--- src/rtl/exec_arbiter.sv ---
// exec_arbiter: two-port arbiter in front of a shared combinational execute unit.
//
// The winning requester's operation fields drive the execute unit in the grant cycle.
// The unit's result, flags and the winning port number are captured into a one-entry
// response buffer, presented one cycle later (rsp_valid).
//
// Ports:
//   i_clk, i_rst                    clock, asynchronous active-high reset
//   i_flush                         drop the buffered response, block grants this cycle
//   reqN_valid / reqN_ready         request handshake for port N (N = 0, 1)
//   reqN_alu_op/_alu_src/_rs1/_rs2/_imm  operation fields of port N
//   alu_op, alu_src_op, rs1_data, rs2_data, immediate  drive to the execute unit
//   alu_result, o_eq, o_slt         combinational results from the execute unit
//   rsp_valid/rsp_ready, rsp_id, rsp_result, rsp_eq, rsp_slt  buffered response
//
// Configuration macro: EXEC_ARB_ROUND_ROBIN_EN
//   defined   - on contention the port other than the last granted one wins
//   undefined - fixed priority, port 0 always wins contention
module exec_arbiter (
    input  logic        i_clk,
    input  logic        i_rst,
    input  logic        i_flush,
    input  logic        req0_valid,
    output logic        req0_ready,
    input  logic [2:0]  req0_alu_op,
    input  logic        req0_alu_src,
    input  logic [31:0] req0_rs1,
    input  logic [31:0] req0_rs2,
    input  logic [31:0] req0_imm,
    input  logic        req1_valid,
    output logic        req1_ready,
    input  logic [2:0]  req1_alu_op,
    input  logic        req1_alu_src,
    input  logic [31:0] req1_rs1,
    input  logic [31:0] req1_rs2,
    input  logic [31:0] req1_imm,
    output logic [2:0]  alu_op,
    output logic        alu_src_op,
    output logic [31:0] rs1_data,
    output logic [31:0] rs2_data,
    output logic [31:0] immediate,
    input  logic [31:0] alu_result,
    input  logic        o_eq,
    input  logic        o_slt,
    output logic        rsp_valid,
    input  logic        rsp_ready,
    output logic        rsp_id,
    output logic [31:0] rsp_result,
    output logic        rsp_eq,
    output logic        rsp_slt
);

    logic        rsp_valid_q, rsp_valid_d;
    logic        rsp_id_q, rsp_id_d;
    logic [31:0] rsp_result_q, rsp_result_d;
    logic        rsp_eq_q, rsp_eq_d;
    logic        rsp_slt_q, rsp_slt_d;
    logic        last_q, last_d;

    logic buf_free;
    logic can_grant;
    logic pick1;
    logic grant;

    // Buffer can accept when empty or being drained in this same cycle.
    assign buf_free  = !rsp_valid_q || rsp_ready;
    // i_rst gates grants combinationally so no handshake completes during reset.
    assign can_grant = !i_rst && !i_flush && buf_free;
    assign grant     = can_grant && (req0_valid || req1_valid);

    always_comb begin
        pick1 = 1'b0;
`ifdef EXEC_ARB_ROUND_ROBIN_EN
        if (req0_valid && req1_valid) begin
            pick1 = !last_q;
        end else begin
            pick1 = req1_valid;
        end
`else
        pick1 = !req0_valid && req1_valid;
`endif
    end

    assign req0_ready = grant && !pick1;
    assign req1_ready = grant && pick1;

    always_comb begin
        alu_op     = 3'd0;
        alu_src_op = 1'b0;
        rs1_data   = 32'd0;
        rs2_data   = 32'd0;
        immediate  = 32'd0;
        if (grant) begin
            if (pick1) begin
                alu_op     = req1_alu_op;
                alu_src_op = req1_alu_src;
                rs1_data   = req1_rs1;
                rs2_data   = req1_rs2;
                immediate  = req1_imm;
            end else begin
                alu_op     = req0_alu_op;
                alu_src_op = req0_alu_src;
                rs1_data   = req0_rs1;
                rs2_data   = req0_rs2;
                immediate  = req0_imm;
            end
        end
    end

    always_comb begin
        rsp_valid_d  = rsp_valid_q;
        rsp_id_d     = rsp_id_q;
        rsp_result_d = rsp_result_q;
        rsp_eq_d     = rsp_eq_q;
        rsp_slt_d    = rsp_slt_q;
        // Pointer only moves on a transfer; in fixed-priority builds it is tracked but unused.
        last_d       = grant ? pick1 : last_q;
        if (i_flush) begin
            rsp_valid_d = 1'b0;
        end else if (grant) begin
            rsp_valid_d  = 1'b1;
            rsp_id_d     = pick1;
            rsp_result_d = alu_result;
            rsp_eq_d     = o_eq;
            rsp_slt_d    = o_slt;
        end else if (rsp_ready) begin
            rsp_valid_d = 1'b0;
        end
    end

    always_ff @(posedge i_clk or posedge i_rst) begin
        if (i_rst) begin
            rsp_valid_q  <= 1'b0;
            rsp_id_q     <= 1'b0;
            rsp_result_q <= 32'd0;
            rsp_eq_q     <= 1'b0;
            rsp_slt_q    <= 1'b0;
            last_q       <= 1'b1;  // port 0 wins the first contention
        end else begin
            rsp_valid_q  <= rsp_valid_d;
            rsp_id_q     <= rsp_id_d;
            rsp_result_q <= rsp_result_d;
            rsp_eq_q     <= rsp_eq_d;
            rsp_slt_q    <= rsp_slt_d;
            last_q       <= last_d;
        end
    end

    assign rsp_valid  = rsp_valid_q;
    assign rsp_id     = rsp_id_q;
    assign rsp_result = rsp_result_q;
    assign rsp_eq     = rsp_eq_q;
    assign rsp_slt    = rsp_slt_q;

endmodule

--- config.mk ---
export PLATFORM = sky130hd
export DESIGN_NAME = exec_arbiter
export DESIGN_NICKNAME = d
export VERILOG_FILES = /design/src/rtl/exec_arbiter.sv
export SDC_FILE = /design/constraint.sdc
export NUM_CORES = 1
export LEC_CHECK = 0
export ABC_AREA = 1
export CAP_MARGIN = 20
export CORE_AREA = 2 2 145 147
export CTS_CLUSTER_SIZE = 20
export DETAILED_ROUTE_END_ITERATION = 8
export DIE_AREA = 0 0 147 149
export GPL_ROUTABILITY_DRIVEN = 0
export GPL_TIMING_DRIVEN = 0
export PLACE_DENSITY_LB_ADDON = 0.25
export SYNTH_ARGS = -nofsm -noshare
export SYNTH_HDL_FRONTEND = slang
export SYNTH_SLANG_ARGS = --single-unit
--- constraint.sdc ---
create_clock -name i_clk -period 1 [get_ports i_clk]
set_input_delay 0.1 -clock i_clk [delete_from_list [all_inputs] [get_ports i_clk]]
set_output_delay 0.1 -clock i_clk [all_outputs]
set_load 0.02 [all_outputs]
# Yosys cells after proc, flatten, opt, wreduce, memory -nomap -nowiden
# Cells that the tools add are included.
# word_totals
ff_bits	36
latch_bits	0
mem_bits_rw	0
romBits	0
input_bits	240
wordCells	34
mem_count	0
# op_classes
add_sub_neg	0
mul	0
n_div	0
order_cmp	0
eq_ne	0
n_shift	0
muxes	13
bitwise	1
n_reduce_logical	15
# ops
op	n
$mux 32	6
$logic_and 1x1->1	6
$mux 3	2
$logic_not 1->1	5
$mux 1	5
$reduce_bool 3->1	1
$logic_or 1x1->1	2
$reduce_and 2->1	1
$not 1->1	1

# Longest topological paths before layout
# logic_depth
word_depth	6
depth_mapped	8
mapped_depth_nobuf	5

# Worst setup path before layout
# No wires, ideal clock.
# synth_path
kind	flip-flop to output port
from	register rsp_valid_q, in the netlist rsp_valid
to	output rs1_data[10]
t_arrival_ps	1378
required_ps	900
slack_ps	-478
path_stages_with_launch	6
path_cell_list	dfrtp_1 -> nand2_2 -> nand3_2 -> buf_6 -> buf_2 -> a21oi_1
# synth_between
elab_chain_len	5
# synth_lines
item	line_no	text
start, declared	53	logic rsp_valid_q, rsp_valid_d;
start signal, assigned	140	rsp_valid_q <= rsp_valid_d;
$logic_not 1->1	66	assign buf_free = !rsp_valid_q || rsp_ready;
$logic_or 1x1->1	66	
$logic_and 1x1->1	68	assign can_grant = !i_rst && !i_flush && buf_free;
$logic_and 1x1->1	69	assign grant = can_grant && (req0_valid || req1_valid);
$mux 32	93	if (grant) begin
end, declared	39	output logic [31:0] rs1_data,
# Every way passes these cells.

# Worst setup path after layout
# layout_path
from	register rsp_valid_q, in the netlist rsp_valid
to	output alu_op[0]
# layout_between
elab_chain_len	5
# layout_lines
item	line_no	text
$logic_not 1->1	66	
$logic_or 1x1->1	66	
$logic_and 1x1->1	68	
$logic_and 1x1->1	69	
$mux 3	93	
end, declared	37	output logic [2:0] alu_op,
# Every way passes these cells.

==> run metrics <==
final period utilization=158%; largest net degree at the start of global routing=37; Antenna Nets Post-Route=0; Worst Slack Setup Final=-0.583 ns; Worst Hold Class=primary input to flop; Syn Inst Count=roughly 500; placed cell area=approximately 8000 um^2; Iter 0 DRT Violations=roughly 180; Synth Cell Area=between 3000 and 4000 um^2; Sink Count=36; crit end category=primary output; sequential cell area=902 um^2; Post-Layout Cell Count=1180; drt pass-1 iters=4; num ports=~380; Slew Limit Fails=0; Max transition margin=between 40% and 50%; maximum buffer depth of the clock tree=2; multi-input combinational cell area=~2700 um^2; final instance area=around 8500 um^2; n_diodes=0; Metal-1 WL=8.56 mm; met2 wire len=~10 mm; Avg Cell Area, Syn=6.50 um^2; Compound-Gate Fraction of Synth Area=around 20%; LEAKAGE=3.57 nW; Post-CTS Hold Buffers=0; unrepaired setup endpoints after global routing=true; top sig layer=met4; fill count=roughly 2100; PortBufs=~380; Cell Pwr Density=roughly 850 nW/um^2; dpl cells=roughly 1200; flop and latch count out of synthesis=36; Seq/Total Area, Yosys=27.2%; Peak VDD IR=about 0.0011 V; Worst Tran Pin Value=roughly 0.8 ns; Die X=147 um; total number of vias=between 5000 and 6000; critical path arrival=approximately 1.5 ns; CTS Buf Count=5; Period minus WS final=~1.6 ns; final setup vio count=around 140; htree depth=2; Met3 Wirelength=~1.7 mm; worst endpoint required time=0.90 ns; crit start category=flop; wire per inst=17.8 um; Syn Nets=between 700 and 800; initial core utilization=16.1%; Netlist cell types=17; status=finished, violations left; Post-Synth XOR/XNOR Area=0%; Hold Fails Final Rpt=0; Post-Synth Simple-Gate Area=42.2%; CTS tree=built; remaining routing DRC violations=0; Max Freq=between 0.6 and 0.7 GHz; FFs w/ async S/R, synth=100%; largest family of logic cells by synthesized area=simple AND/OR/NAND/NOR gates; Die ar.=~22000 um^2; post-detail-place hpwl=approximately 16 mm; Post-synth EDFFs=0; Max FO, Critical Path=10; share of layout cells above drive strength 1=35.5%; wirelength, routed=between 20 and 25 mm; YS warnings=0; Nets=around 1100; number of max-cap violations=0; CP Class=flop to primary output; Worst Skew=about 0.0042 ns; Total GRT Usage=between 10% and 20%; Post-synth top flop=dfrtp_1; core area=slightly above 20000 um^2; Worst-path clk slew=~0.05 ns; vias in the first global route=5052; Vias/cell=roughly 4.4; failing checks=setup timing; Root Driver=clkbuf_16; Synth-to-Final Area Change=156%; Clock Latency Late Sink=0.28 ns; post-synthesis mux area share=0%; Synth Area in Adders=0%; # rows=53; Die H=between 100 and 150 um; grt ovf=0; antenna violations before repair=0; first-pass GRT wire length=just over 30 mm; reg2reg path depth=7; WHS Path Cells=2
[timing repair]
action / 4_1_cts / 5_1_grt
endpoints found under the setup margin: 174 / 138
cloned: 1 / 1
hold endpoints to repair: 0 / 0
setup buffers: 5 / 4
pin swaps: 3 / 5
gates resized for setup: 794 / 47
[power by group]
group | total (mW) | internal [mW] | switching (mW) | leakage [nW]
Sequential | 1.85 | 1.71 | 0.141 | 0.447
Combinational | 3.75 | 1.85 | 1.90 | 3.05
Clock | 1.58 | 0.982 | 0.596 | 0.0766
[per-stage QoR]
stage | utilization [%] | hold slack [ns] | setup TNS, ns | power (mW) | worst slack, ns
after floorplan | - | 0.208 | -29.93 | 3.52 | -0.261
after global routing | 41.2 | 0.144 | -68.77 | 7.54 | -0.618
after global placement | 38.6 | 0.456 | -193.32 | 5.62 | -1.55
after CTS | 39.9 | 0.186 | -63.24 | 7.14 | -0.597
final | 41.2 | 0.103 | -62.62 | 7.17 | -0.583
after detailed placement | 38.6 | 0.468 | -167.05 | 5.61 | -1.51
[sequential cells by signal, summed over array words and instances (netlist names)]
name        flops
rsp_result     32
rsp_id          1
rsp_slt         1
rsp_eq          1
rsp_valid       1
[cell usage in the layout (no fill, tap or decap)]
| cell | instances |
|---|---|
| a21oi_2 | 51 |
| a21oi_4 | 50 |
| buf_12 | 5 |
| buf_16 | 1 |
| buf_2 | 46 |
| buf_4 | 34 |
| buf_6 | 98 |
| buf_8 | 6 |
| clkbuf_1 | 3 |
| clkbuf_16 | 6 |
| clkbuf_2 | 3 |
| clkbuf_4 | 1 |
| clkbuf_8 | 8 |
| clkdlybuf4s50_1 | 235 |
| clkinv_2 | 2 |
| dfrtp_1 | 35 |
| dfrtp_2 | 1 |
| dlygate4sd2_1 | 3 |
| dlymetal6s2s_1 | 1 |
| inv_1 | 2 |
| inv_2 | 2 |
| inv_4 | 1 |
| nand2_1 | 169 |
| nand2_2 | 1 |
| nand2_4 | 1 |
| nand2_8 | 2 |
| nand3_1 | 100 |
| nand3_4 | 1 |
| nand4_1 | 35 |
| nor2_4 | 1 |
| o21ai_0 | 1 |
[critical path, cell delays in order (launching register included)]
cell	delay, ns
dfrtp_2	0.42
nand2_4	0.08
nand3_4	0.08
buf_8	0.16
buf_12	0.16
a21oi_4	0.15
buf_6	0.14
[cell usage after synthesis (2+ instances only)]
library cell    n  area (um^2)
inv_2           2         7.51
a21oi_1        61          305
buf_4           3         22.5
inv_1           3         11.3
nand3_1       100          500
dfrtp_1        36          901
clkbuf_1       16         60.1
nand2_1       171          642
buf_6          10          113
buf_2          28          140
a21oi_2        40          350
nand4_1        35          219
[worst paths after layout]
path                                start        endpoint  slack, ns
max                             rsp_valid       alu_op[0]      -0.58
min                               i_flush       rsp_valid       0.10
max reg2reg                     rsp_valid   rsp_result[0]      -0.25
min reg2reg                rsp_result[19]  rsp_result[19]       0.47
max in group asynchronous           i_rst       rsp_valid       0.30
min in group asynchronous           i_rst   rsp_result[9]       0.17
[logic make-up after synthesis]
family,after synthesis
AOI/OAI and AO/OA,102
buffers and inverters,62
DFF,36
and+or+nand+nor,310
[layout make-up]
cell class | instances | area share, %
Tap cell | 275 | 4.06
Multi-Input combinational cell | 412 | 31.9
Buffer | 57 | 6.73
Clock buffer | 6 | 1.64
Sequential cell | 36 | 10.6
Clock inverter | 2 | 0.118
Timing Repair Buffer | 387 | 44.6
Inverter | 5 | 0.251
[routing by layer]
layer	global-route usage, %	up-vias
met4	3.56	0
met1	22.0	2426
met2	31.0	225
met5	0	-
li1	-	2542
met3	4.37	18
No activity file was read; power rests on OpenSTA's default activity.
